$ cat src/rtl/encoder_playback_scheduler.sv
// encoder_playback_scheduler
//
// Steps through the buffered encoder characters one slot at a time on the
// 0.2 s tick clock. For each slot it loads the character, holds the tone
// window for the character's pattern length, and then inserts an
// inter-character or inter-word gap. Playback stops at the last slot or at
// the first empty slot. With repeat_en held high, playback wraps back to
// slot 0 instead of finishing.
//
// Ports:
//   clk_s02       0.2 s tick clock
//   rst           asynchronous active-high reset
//   start         one-tick pulse: (re)start playback from slot 0
//   abort         one-tick pulse: stop at once, without a done pulse
//   pause         level: freeze state and counter, mute the tone
//   repeat_en     level: wrap to slot 0 after the final slot
//   char_ticks    pattern length of the selected slot (0 = empty slot)
//   char_is_space selected slot holds a space (selects the long gap)
//   slot_onehot   one-hot active slot; 0 when idle or finishing
//   slot_idx      binary active slot index
//   char_strobe   one-tick pulse on the first PLAY tick of a slot
//   tone_en       high across the PLAY window, low while paused
//   busy          high whenever not IDLE
//   done          one-tick pulse after normal completion
module encoder_playback_scheduler #(
    parameter int NUM_SLOTS = 8,
    parameter int CHAR_GAP  = 10,
    parameter int WORD_GAP  = 20,
    parameter int CNT_W     = 8
) (
    input  logic                 clk_s02,
    input  logic                 rst,
    input  logic                 start,
    input  logic                 abort,
    input  logic                 pause,
    input  logic                 repeat_en,
    input  logic [6:0]           char_ticks,
    input  logic                 char_is_space,
    output logic [NUM_SLOTS-1:0] slot_onehot,
    output logic [2:0]           slot_idx,
    output logic                 char_strobe,
    output logic                 tone_en,
    output logic                 busy,
    output logic                 done
);

    typedef enum logic [2:0] {
        S_IDLE,
        S_LOAD,
        S_PLAY,
        S_GAP,
        S_FINISH
    } state_t;

    localparam logic [2:0]       LAST_SLOT = 3'(NUM_SLOTS - 1);
    localparam logic [CNT_W-1:0] CHAR_LAST = CNT_W'(CHAR_GAP - 1);
    localparam logic [CNT_W-1:0] WORD_LAST = CNT_W'(WORD_GAP - 1);

    state_t           state;
    logic [CNT_W-1:0] cnt;
    // Last counter value of the gap, captured when the slot enters PLAY.
    logic [CNT_W-1:0] gap_last;
    logic [CNT_W-1:0] ticks_ext;
    logic [CNT_W-1:0] tick_last;
    logic             in_slot;

    assign ticks_ext = CNT_W'(char_ticks);
    assign tick_last = ticks_ext - CNT_W'(1);

    // NOTE: state registers use non-blocking assignments so every flop in
    // this block samples the pre-edge values, independent of statement order.
    always_ff @(posedge clk_s02 or posedge rst) begin
        if (rst) begin
            state       <= S_IDLE;
            cnt         <= '0;
            gap_last    <= '0;
            slot_idx    <= '0;
            char_strobe <= 1'b0;
            done        <= 1'b0;
        end else begin
            // Pulses last exactly one tick unless re-asserted below.
            char_strobe <= 1'b0;
            done        <= 1'b0;
            if (abort) begin
                // In IDLE this is a no-op, and it also swallows a
                // simultaneous start.
                state    <= S_IDLE;
                cnt      <= '0;
                slot_idx <= '0;
            end else if (start) begin
                state    <= S_LOAD;
                cnt      <= '0;
                slot_idx <= '0;
            end else if (!pause) begin
                case (state)
                    S_IDLE: ;
                    S_LOAD: begin
                        if (ticks_ext == '0) begin
                            state <= S_FINISH;
                        end else begin
                            state       <= S_PLAY;
                            cnt         <= '0;
                            char_strobe <= 1'b1;
                            gap_last    <= char_is_space ? WORD_LAST : CHAR_LAST;
                        end
                    end
                    S_PLAY: begin
                        if (cnt == tick_last) begin
                            state <= S_GAP;
                            cnt   <= '0;
                        end else begin
                            cnt <= cnt + CNT_W'(1);
                        end
                    end
                    S_GAP: begin
                        if (cnt == gap_last) begin
                            cnt <= '0;
                            if (slot_idx == LAST_SLOT) begin
                                state <= S_FINISH;
                            end else begin
                                state    <= S_LOAD;
                                slot_idx <= slot_idx + 3'd1;
                            end
                        end else begin
                            cnt <= cnt + CNT_W'(1);
                        end
                    end
                    S_FINISH: begin
                        slot_idx <= '0;
                        if (repeat_en) begin
                            state <= S_LOAD;
                        end else begin
                            state <= S_IDLE;
                            done  <= 1'b1;
                        end
                    end
                    default: begin
                        state    <= S_IDLE;
                        cnt      <= '0;
                        slot_idx <= '0;
                    end
                endcase
            end
        end
    end

    // Outputs decode directly from the state register; pause only mutes the
    // tone so that the remaining ticks resume audibly on release.
    assign in_slot     = (state == S_LOAD) || (state == S_PLAY) || (state == S_GAP);
    assign slot_onehot = in_slot ? (NUM_SLOTS'(1) << slot_idx) : '0;
    assign tone_en     = (state == S_PLAY) && !pause;
    assign busy        = (state != S_IDLE);

endmodule
$ cat config.mk
export PLATFORM = sky130hd
export DESIGN_NAME = encoder_playback_scheduler
export DESIGN_NICKNAME = d
export VERILOG_FILES = /design/src/rtl/encoder_playback_scheduler.sv
export SDC_FILE = /design/constraint.sdc
export NUM_CORES = 1
export LEC_CHECK = 0
export ABC_AREA = 1
export CAP_MARGIN = 10
export CORE_MARGIN = 8
export CORE_UTILIZATION = 50
export CTS_CLUSTER_DIAMETER = 50
export DETAILED_ROUTE_END_ITERATION = 6
export PLACE_DENSITY_LB_ADDON = 0.1
export SYNTH_ARGS = -nofsm -noshare
export SYNTH_HDL_FRONTEND = slang
export SYNTH_SLANG_ARGS = --single-unit
$ cat constraint.sdc
create_clock -name clk_s02 -period 1.85 [get_ports clk_s02]
set_clock_uncertainty 0.15 [all_clocks]
set_input_delay 0.37 -clock clk_s02 [delete_from_list [all_inputs] [get_ports clk_s02]]
set_output_delay 0.37 -clock clk_s02 [all_outputs]
set_load 0.1 [all_outputs]
=== Word-level counts from Yosys, hierarchy flattened ===
Index checks and enable logic that the tools add are counted.

* Flip-flop bits (word level): 24
* Output and inout bits: 15

* Add/subtract/negate cells: 3
* Equal/unequal tests: 15
* Shifts and indexed selects: 1
* Muxes and demuxes: 34
* Bitwise logic cells: 4
* Reductions and logical operators: 13

{| class="wikitable"
|+ Operators by type and width
! kind !! count
|-
| $mux W8 || 7
|-
| $mux W3 || 12
|-
| $pmux W8 S4 || 1
|-
| $eq A8 B8 Y1 || 2
|-
| $ne A4 B4 Y1 const B || 4
|-
| $pmux W3 S5 || 1
|-
| $mux W1 || 11
|-
| $add A8 B1 Y8 const B || 1
|-
| $logic_not A8 Y1 || 1
|-
| $reduce_and A4 Y1 || 2
|-
| $shl A1 B3 Y8 const A || 1
|-
| $sub A7 B1 Y8 const B || 1
|-
| $eq A3 B2 Y1 const B || 2
|-
| $eq A3 B3 Y1 const B || 2
|-
| $ne A3 B1 Y1 const B || 2
|-
| $ne A3 B3 Y1 const B || 2
|-
| $pmux W3 S2 || 1
|-
| $mux W5 || 1
|-
| $reduce_and A5 Y1 || 1
|-
| $not A1 Y1 || 4
|-
| $add A3 B1 Y3 const B || 1
|-
| $eq A3 B1 Y1 const B || 1
|-
| $logic_not A3 Y1 || 1
|-
| $reduce_and A3 Y1 || 1
|-
| other kinds (6) || 7
|}

=== Logic depth before layout (Yosys ltp) ===
Gate-level depths: netlist of run 1.

* Depth in word-level cells: 7
* Depth in mapped cells: 15

=== Worst setup path after synthesis of run 1 ===
OpenSTA, ideal clock, no wires.

* Kind: register to output
* From: reg slot_idx[1]
* To: out slot_onehot[2]
* Arrival time: 3.346 ns
* Slack: -2.016 ns
* Stages on the path, launching flop included: 4
* Path buffers: 0
* Cell sequence: dfrtp_1 ha_1 inv_1 nor3_1

* Longest elaborated chain between the ends: 2

{| class="wikitable"
|+ Ends and longest elaborated chain
! item !! line !! RTL
|-
| from (decl) || 40 || <nowiki>output logic [2:0] slot_idx,</nowiki>
|-
| from (signal assigned) || 122 || <nowiki>slot_idx <= slot_idx + 3'd1;</nowiki>
|-
| $shl A1 B3 Y8 || 150 || <nowiki>assign slot_onehot = in_slot ? (NUM_SLOTS'(1) << slot_idx) : '0;</nowiki>
|-
| $mux W8 || 150 ||
|-
| to (decl) || 39 || <nowiki>output logic [NUM_SLOTS-1:0] slot_onehot,</nowiki>
|}

No other way between the ends.

=== Worst setup path in the final report of run 1 ===
* From: reg state[1]
* To: out slot_onehot[2]

* Longest elaborated chain between the ends: 4
* Elaborated cells on any way between the ends: 6

{| class="wikitable"
|+ Ends and longest elaborated chain
! item !! line !! RTL
|-
| from (decl) || 59 || <nowiki>state_t state;</nowiki>
|-
| from (signal assigned) || 74 || <nowiki>state <= S_IDLE;</nowiki>
|-
| from (signal assigned) || 87 || <nowiki>state <= S_IDLE;</nowiki>
|-
| from (signal assigned) || 91 || <nowiki>state <= S_LOAD;</nowiki>
|-
| $eq A3 B1 Y1 or $eq A3 B2 Y1 (tied branches) || 149 || <nowiki>assign in_slot = (state == S_LOAD) || (state == S_PLAY) || (state == S_GAP);</nowiki>
|-
| $logic_or A1 B1 Y1 || 149 ||
|-
| $logic_or A1 B1 Y1 * || 149 ||
|-
| $mux W8 * || 150 ||
|}

Every way passes the cells marked *; elsewhere a longest branch is shown, timed or not.

==> report_table.html, run 1 <==
<table>
<tr><th>Metric</th><th>Value</th></tr>
<tr><th colspan="2">Run status</th></tr>
<tr><td>Status</td><td>complete, but fails checks</td></tr>
<tr><td>Failing checks</td><td>negative setup slack</td></tr>
<tr><th colspan="2">Power</th></tr>
<tr><td>Peak supply drop</td><td>~0.23 mV</td></tr>
<tr><td>Sequential share of power</td><td>0.457</td></tr>
<tr><td>Logic pwr share</td><td>0.311</td></tr>
<tr><td>Static leakage</td><td>1.33 nW</td></tr>
<tr><td>Net Switching</td><td>0.339 mW</td></tr>
<tr><td>P_int</td><td>0.641 mW</td></tr>
<tr><td>Sw frac</td><td>0.346</td></tr>
<tr><td>Clk network pwr share</td><td>0.232</td></tr>
<tr><td>Sum of internal, switching and leakage power</td><td>0.980 mW</td></tr>
<tr><td>Pwr dens</td><td>357 nW/um2</td></tr>
<tr><th colspan="2">Worst setup path</th></tr>
<tr><td>Data arrival time of the critical path</td><td>1.52 ns</td></tr>
<tr><td>Critical Path End Type</td><td>output pin</td></tr>
<tr><td>Startpoint kind of the worst setup timing path</td><td>flip-flop</td></tr>
<tr><td>Critical Setup Path Class</td><td>reg -&gt; out</td></tr>
<tr><td>Required time reported for the critical path endpoint</td><td>between 1 and 1.5 ns</td></tr>
<tr><td>Worst-path fanout max</td><td>9</td></tr>
<tr><th colspan="2">Final layout</th></tr>
<tr><td>Final standard cell count with taps included and fillers excluded</td><td>356</td></tr>
<tr><td>Antenna diodes</td><td>0</td></tr>
<tr><td>Core Util, Final</td><td>0.835</td></tr>
<tr><td>Synthesis-to-layout area growth</td><td>63.1%</td></tr>
<tr><td># fillers</td><td>194</td></tr>
<tr><td>Share of cells above drive strength 1</td><td>0.452</td></tr>
<tr><td>Number of nets at the end of the flow</td><td>334</td></tr>
<tr><td>Most frequent cells in the layout</td><td>sky130_fd_sc_hd__nand2_1 (64), sky130_fd_sc_hd__buf_4 (36), sky130_fd_sc_hd__inv_1 (25)</td></tr>
<tr><td>Leading cell type in the layout, fill and taps excluded</td><td>sky130_fd_sc_hd__nand2_1</td></tr>
<tr><th colspan="2">Die</th></tr>
<tr><td>Count of pins on the block boundary</td><td>29</td></tr>
<tr><td>Standard cell core area</td><td>around 3300 um2</td></tr>
<tr><td>Floorplan die height</td><td>about 74 um</td></tr>
<tr><td>Starting utilization of the core area</td><td>0.512</td></tr>
<tr><td>Die Footprint</td><td>5470 um2</td></tr>
<tr><td>Width of the die</td><td>74.0 um</td></tr>
<tr><td>Row count</td><td>21</td></tr>
<tr><th colspan="2">Yosys</th></tr>
<tr><td>Synth Instances</td><td>243</td></tr>
<tr><td>Simple-gate portion of the synthesized area</td><td>0.395</td></tr>
<tr><td>Syn. warnings</td><td>0</td></tr>
<tr><td>Mapped Area</td><td>approximately 1700 um2</td></tr>
<tr><td>Multiplexer share of the synthesized area</td><td>0</td></tr>
<tr><td>Fraction of the mapped netlist area in compound gates</td><td>0.0692</td></tr>
<tr><td>Largest family of logic cells by synthesized area</td><td>simple AND/OR/NAND/NOR gates</td></tr>
<tr><td>Distinct cells, synth</td><td>30</td></tr>
<tr><td>Synthesized area per cell</td><td>6.92 um2</td></tr>
<tr><td>Sequential element share of the synthesized area</td><td>0.283</td></tr>
<tr><td>Xor and xnor fraction of the mapped netlist area</td><td>0.0759</td></tr>
<tr><td>Post-synthesis adder-cell area fraction</td><td>0.0670</td></tr>
<tr><td>Flop and latch count out of synthesis</td><td>19</td></tr>
<tr><td>Post-synthesis net count</td><td>between 200 and 300</td></tr>
<tr><th colspan="2">Placement</th></tr>
<tr><td>DP Cell Count</td><td>between 300 and 400</td></tr>
<tr><td>Routability cong.</td><td>0.872</td></tr>
<tr><td>Number of buffers added on ports</td><td>28</td></tr>
<tr><td>Detailed placement HPWL</td><td>between 3000 and 4000 um</td></tr>
<tr><th colspan="2">CTS</th></tr>
<tr><td>Later-pin clock latency in the skew report</td><td>just over 0.3 ns</td></tr>
<tr><td>Number of buffers created by CTS</td><td>3</td></tr>
<tr><td>Hold Buf Count CTS</td><td>0</td></tr>
<tr><td>Cell chosen for the clock root</td><td>sky130_fd_sc_hd__clkbuf_4</td></tr>
<tr><td>CTS tree</td><td>yes</td></tr>
<tr><td>Maximum root-to-sink buffer count</td><td>2</td></tr>
<tr><td>Clk pin slew, worst setup/hold paths</td><td>0.12 ns</td></tr>
<tr><td># H-tree levels</td><td>1</td></tr>
<tr><td>CTS sink cnt</td><td>19</td></tr>
<tr><th colspan="2">Timing</th></tr>
<tr><td>F_max</td><td>~490 MHz</td></tr>
<tr><td>Headroom to the max-slew limit</td><td>0.792</td></tr>
<tr><td>Setup WS post-layout</td><td>-0.194 ns</td></tr>
<tr><td>Total negative slack for setup checks</td><td>-2.04 ns</td></tr>
<tr><td>Total count of hold-check failures in the final report</td><td>0</td></tr>
<tr><td>Final number of setup-violating endpoints</td><td>14</td></tr>
<tr><td>Clock period minus worst slack</td><td>2.04 ns</td></tr>
<tr><td>Fin crit share</td><td>1.10</td></tr>
<tr><td>RSZ-0062 raised after global routing</td><td>yes</td></tr>
<tr><td>Actual transition at the worst max-transition pin</td><td>0.311 ns</td></tr>
<tr><td>Pins Over Slew Limit</td><td>0</td></tr>
<tr><th colspan="2">Global route</th></tr>
<tr><td>Overall routing resource usage</td><td>0.177</td></tr>
<tr><td>Global-route congestion overflow total</td><td>0</td></tr>
<tr><td>Initial antenna violation count</td><td>0</td></tr>
<tr><td>Wire length of the first global-routing pass</td><td>7620 um</td></tr>
<tr><td>Maximum number of pins on one net before global-route repair</td><td>20</td></tr>
<tr><td>Vias in the first global route</td><td>between 1500 and 2000</td></tr>
<tr><th colspan="2">Worst hold path</th></tr>
<tr><td>Type of the worst min-delay path</td><td>in -&gt; async</td></tr>
<tr><th colspan="2">Route</th></tr>
<tr><td>Drt via density</td><td>5.03</td></tr>
<tr><td>Number of nets with antenna violations after detailed routing</td><td>0</td></tr>
<tr><td>Total wire length after detailed routing</td><td>around 4800 um</td></tr>
<tr><td>Via Count</td><td>around 1800</td></tr>
<tr><td>Routed WL per cell</td><td>between 10 and 15 um</td></tr>
<tr><td>First-pass iteration count of the detailed router</td><td>5</td></tr>
<tr><td>Iter 0 DRT Violations</td><td>188</td></tr>
<tr><td>DRC violations left</td><td>0</td></tr>
<tr><th colspan="2">Run</th></tr>
<tr><td>Max-cap violations</td><td>0</td></tr>
</table>
sequential cells by signal (all words and copies together), names as in the netlist:
signal,flops
done,1
cnt,8
state,3
char_strobe,1
slot_idx,3
gap_last,3
power by group through the flow:
stage                     Sequential (mW)  Combinational, mW  Clock (mW)
after floorplan                     0.458              0.163           0
after global placement              0.456              0.272           0
final                               0.448              0.305       0.228
after detailed placement            0.455              0.276           0
after CTS                           0.448              0.287       0.217
after global routing                0.450              0.330       0.240
layer usage:
| metal | share of wire | GRT usage |
|---|---|---|
| met5 | 0 | 0 |
| met1 | 0.43 | 0.213 |
| met3 | 0.059 | 0.0296 |
| met2 | 0.49 | 0.303 |
| met4 | 0.025 | 0.0710 |
final timing paths:
| path | from | end | slack [ns] | cells past startpoint |
|---|---|---|---|---|
| setup reg to reg | slot_idx[0] | slot_idx[2] | -0.19 | 8 |
| max in group asynchronous | rst | slot_idx[1] | 1.08 | 3 |
| setup / recovery | state[1] | slot_onehot[2] | -0.19 | 6 |
| hold / removal | rst | cnt[7] | 0.23 | 3 |
| min in group clk_s02 | gap_last[0] | gap_last[0] | 0.35 | 1 |
| hold reg to reg | gap_last[0] | gap_last[0] | 0.35 | 1 |
area by class of cell:
class	instances	area, um2	share of cell area
clock inverters	1	5.00	0.00183
clock buffers	3	22.5	0.00822
multi-input cells	179	1250	0.456
inverters	41	174	0.0634
flip-flops and latches	19	494	0.180
repair buffers	67	737	0.269
well taps	46	57.6	0.0210
metrics by stage:
step                setup slack, ns  hold WS (ns)  instance area (um2)
floorplan                    -0.419         0.171                 1800
global placement             -0.455         0.335                 2440
global route                 -0.253         0.263                 2740
detailed placement           -0.513         0.333                 2440
finish                       -0.194         0.232                 2740
CTS                          -0.180         0.246                 2610
synth_stat cells, drive strengths merged:
master    n  share of area
a211oi    1         0.0045
a21o      1         0.0045
a21oi     7          0.032
a31oi     1         0.0037
buf       4          0.018
dfrtp    19           0.28
ha        9          0.067
inv      41          0.092
nand2    78           0.21
nand3    16          0.058
nand4     4          0.015
nor2     32          0.077
nor3     10          0.036
o2111ai   1         0.0052
o21a      1         0.0045
o21ai     5          0.015
or2       1         0.0037
xnor2     2          0.010
xor2     10          0.066
critical path: stages, from the launching register on:
cell                      delay, ns
sky130_fd_sc_hd__dfrtp_1       0.39
sky130_fd_sc_hd__buf_4         0.14
sky130_fd_sc_hd__nor2_4        0.04
sky130_fd_sc_hd__inv_4         0.08
sky130_fd_sc_hd__nand2_8       0.11
sky130_fd_sc_hd__nor3_4        0.24
sky130_fd_sc_hd__buf_12        0.20
timing repair:
action	in CTS	in global routing
buffers inserted	7	7
endpoints found under the setup margin	22	24
resized for setup	34	25
pin swaps	8	10
cells by family (layout without fill, tap and decap cells):
group           count (synthesis)  in the layout
fa+ha+maj                       9              9
xor+xnor                       12             12
simple gates                  141            141
flops                          19             19
compound gates                 17             17
buf+inv                        45            112
(Power assumes the default switching activity.)
==> run 2, diff against run 1 <==
- CELL_PAD_IN_SITES_DETAIL_PLACEMENT: not set -> 2
- CELL_PAD_IN_SITES_GLOBAL_PLACEMENT: not set -> 2
- CORE_UTILIZATION: 50 -> 29
==> run 2 against run 1 <==
Compared with the run above: the run still ends with negative setup slack left; total power increased by 22%; cell count rose by 10%; clock power grew 56%; count of clock-buffer cells in the layout stayed put; utilization decreased by 29 points; non-clock buffer count increased by 11; first-iteration DRC count fell by 64%; routed wire length is 110% higher; register-to-register slack hardly changed; sequential power grew 2%; cell area is 9.6% higher; combinational power rose by 24%.
==> report_table.html, run 2 (synthesis gave the netlist of run 1 again) <==
<table>
<tr><th>Metric</th><th>Value</th></tr>
<tr><th colspan="2">Run status</th></tr>
<tr><td>Status</td><td>complete, but fails checks</td></tr>
<tr><td>Failing checks</td><td>negative setup slack</td></tr>
<tr><th colspan="2">Worst setup path</th></tr>
<tr><td>Critical Setup Path Class</td><td>reg -&gt; out</td></tr>
<tr><td>Launch instance of the worst register-to-register path</td><td>cnt[6]</td></tr>
<tr><td>Data arrival time of the critical path</td><td>1.59 ns</td></tr>
<tr><td>Critical Path End Type</td><td>output pin</td></tr>
<tr><td>Reg2Reg Setup Slack</td><td>-0.20 ns</td></tr>
<tr><td>Startpoint kind of the worst setup timing path</td><td>flip-flop</td></tr>
<tr><td>Depth of the most critical reg-to-reg path</td><td>10</td></tr>
<tr><td>Worst-path fanout max</td><td>4</td></tr>
<tr><td>Required time reported for the critical path endpoint</td><td>1.33 ns</td></tr>
<tr><td>Endpoint of the lowest-slack register-to-register path</td><td>cnt[0]</td></tr>
<tr><th colspan="2">Placement</th></tr>
<tr><td>Routability cong.</td><td>between 0.7 and 0.8</td></tr>
<tr><td>Detailed placement HPWL</td><td>5140 um</td></tr>
<tr><td>Area of placed instances</td><td>2560 um2</td></tr>
<tr><td>DP Cell Count</td><td>375</td></tr>
<tr><td>Number of buffers added on ports</td><td>28</td></tr>
<tr><th colspan="2">Final layout</th></tr>
<tr><td>Most frequent cells in the layout</td><td>sky130_fd_sc_hd__nand2_1 (59), sky130_fd_sc_hd__buf_4 (45), sky130_fd_sc_hd__inv_1 (23)</td></tr>
<tr><td># fillers</td><td>603</td></tr>
<tr><td>Share of cells above drive strength 1</td><td>0.551</td></tr>
<tr><td>Synthesis-to-layout area growth</td><td>78.9%</td></tr>
<tr><td>Leading cell type in the layout, fill and taps excluded</td><td>sky130_fd_sc_hd__nand2_1</td></tr>
<tr><td>Design Area, Final</td><td>~3000 um2</td></tr>
<tr><td>Antenna diodes</td><td>0</td></tr>
<tr><td>Number of nets at the end of the flow</td><td>between 300 and 400</td></tr>
<tr><td>Register ranked first by flip-flop count</td><td>cnt</td></tr>
<tr><td>Final standard cell count with taps included and fillers excluded</td><td>just under 400</td></tr>
<tr><td>Flip-flop count of the largest register, all copies and words added</td><td>8</td></tr>
<tr><th colspan="2">Timing</th></tr>
<tr><td>Headroom to the max-slew limit</td><td>0.787</td></tr>
<tr><td>Pins Over Slew Limit</td><td>0</td></tr>
<tr><td>Actual transition at the worst max-transition pin</td><td>approximately 0.32 ns</td></tr>
<tr><td>Clock period minus worst slack</td><td>roughly 2.1 ns</td></tr>
<tr><td>F_max</td><td>474 MHz</td></tr>
<tr><td>Setup WS post-layout</td><td>-0.261 ns</td></tr>
<tr><td>Total count of hold-check failures in the final report</td><td>0</td></tr>
<tr><td>Final number of setup-violating endpoints</td><td>24</td></tr>
<tr><td>RSZ-0062 raised after global routing</td><td>yes</td></tr>
<tr><td>Fin crit share</td><td>1.14</td></tr>
<tr><th colspan="2">Route</th></tr>
<tr><td>Total wire length after detailed routing</td><td>10300 um</td></tr>
<tr><td>Via Count</td><td>2042</td></tr>
<tr><td>Number of nets with antenna violations after detailed routing</td><td>0</td></tr>
<tr><td>DRC violations left</td><td>0</td></tr>
<tr><td>Routed WL per cell</td><td>26.3 um</td></tr>
<tr><td>Iter 0 DRT Violations</td><td>68</td></tr>
<tr><td>First-pass iteration count of the detailed router</td><td>6</td></tr>
<tr><td>Drt via density</td><td>slightly above 5</td></tr>
<tr><th colspan="2">Run</th></tr>
<tr><td>Max-cap violations</td><td>0</td></tr>
<tr><th colspan="2">CTS</th></tr>
<tr><td># H-tree levels</td><td>1</td></tr>
<tr><td>CTS tree</td><td>yes</td></tr>
<tr><td>Clk pin slew, worst setup/hold paths</td><td>0.11 ns</td></tr>
<tr><td>Hold Buf Count CTS</td><td>0</td></tr>
<tr><td>Maximum root-to-sink buffer count</td><td>2</td></tr>
<tr><td>Number of buffers created by CTS</td><td>3</td></tr>
<tr><td>CTS sink cnt</td><td>19</td></tr>
<tr><td>Later-pin clock latency in the skew report</td><td>0.28 ns</td></tr>
<tr><td>Cell chosen for the clock root</td><td>sky130_fd_sc_hd__clkbuf_8</td></tr>
<tr><th colspan="2">Worst hold path</th></tr>
<tr><td>Type of the worst min-delay path</td><td>in -&gt; async</td></tr>
<tr><th colspan="2">Die</th></tr>
<tr><td>Starting utilization of the core area</td><td>0.303</td></tr>
<tr><td>Standard cell core area</td><td>5540 um2</td></tr>
<tr><td>Die Footprint</td><td>8490 um2</td></tr>
<tr><td>Width of the die</td><td>92.1 um</td></tr>
<tr><td>Floorplan die height</td><td>92.1 um</td></tr>
<tr><td>Count of pins on the block boundary</td><td>29</td></tr>
<tr><td>Row count</td><td>27</td></tr>
<tr><th colspan="2">Power</th></tr>
<tr><td>Peak supply drop</td><td>between 0.3 and 0.4 mV</td></tr>
<tr><td>Sum of internal, switching and leakage power</td><td>1.19 mW</td></tr>
<tr><td>Static leakage</td><td>1.40 nW</td></tr>
<tr><td>Pwr dens</td><td>396 nW/um2</td></tr>
<tr><th colspan="2">Global route</th></tr>
<tr><td>Initial antenna violation count</td><td>0</td></tr>
<tr><td>Wire length of the first global-routing pass</td><td>approximately 13000 um</td></tr>
<tr><td>Global-route congestion overflow total</td><td>0</td></tr>
<tr><td>Overall routing resource usage</td><td>0.196</td></tr>
<tr><td>Vias in the first global route</td><td>between 2000 and 2500</td></tr>
<tr><td>Maximum number of pins on one net before global-route repair</td><td>20</td></tr>
</table>
==> run 2: cell types whose count changed in the layout (fill, tap and decap cells not counted), sizes merged <==
cell / before / now
buf: 54 / 66
clkbuf: 3 / 6
dlygate4sd2: 4 / 2
dlymetal6s2s: 3 / 1
clkinv: 1 / 0
clkinvlp: 0 / 1
==> run 2: timing repair <==
| item | CTS | global route |
|---|---|---|
| pin swaps | 12 | 19 |
| resized for setup | 57 | 44 |
| setup endpoints to repair | 27 | 26 |
| buffers inserted | 7 | 7 |
==> run 2: power breakdown <==
group / switching [mW] / internal, mW / total (mW)
sequential: 0.0223 / 0.434 / 0.456
combinational: 0.241 / 0.138 / 0.379
clock: 0.203 / 0.153 / 0.356
total: 0.467 / 0.724 / 1.19
==> run 2: worst max-delay path by stage <==
stage / from / endpoint / slack [ns] / depth (start not counted)
after floorplan: slot_idx[2] / slot_onehot[4] / -0.42 / 2
after global placement: char_ticks[1] / cnt[4] / -0.52 / 15
after detailed placement: char_ticks[0] / cnt[2] / -0.60 / 15
after CTS: slot_idx[1] / slot_onehot[4] / -0.25 / 6
after global routing: char_ticks[4] / cnt[0] / -0.30 / 11
final: slot_idx[1] / slot_onehot[4] / -0.26 / 6
==> run 2: metal layers <==
layer / wire length, um / global-route usage
met5: 0 / 0
met4: 457 / 0.0846
met3: 382 / 0.0359
met2: 5500 / 0.368
met1: 4000 / 0.207
==> run 2: critical path, cell delays in order, from the launching register on <==
cell	delay, ns
sky130_fd_sc_hd__dfrtp_4	0.52
sky130_fd_sc_hd__buf_6	0.15
sky130_fd_sc_hd__inv_6	0.07
sky130_fd_sc_hd__ha_4	0.13
sky130_fd_sc_hd__inv_4	0.04
sky130_fd_sc_hd__nor3_4	0.19
sky130_fd_sc_hd__buf_12	0.20
==> run 2: layout make-up <==
cell class              count  area (um2)  share of cell area
multi-input cells         179        1380               0.458
repair buffers             78         813               0.271
flip-flops and latches     19         497               0.165
inverters                  41         179              0.0595
well taps                  72        90.1              0.0300
clock buffers               3        41.3              0.0137
clock inverters             1        7.51             0.00250
==> run 2: metrics by stage <==
step	util	hold WS [ns]	setup WS, ns	TNS (ns)
floorplan	-	0.171	-0.419	-2.93
global placement	0.462	0.324	-0.516	-6.68
detailed placement	0.462	0.377	-0.599	-8.07
CTS	0.512	0.370	-0.249	-1.49
global route	0.542	0.386	-0.303	-5.27
finish	0.542	0.344	-0.261	-4.15
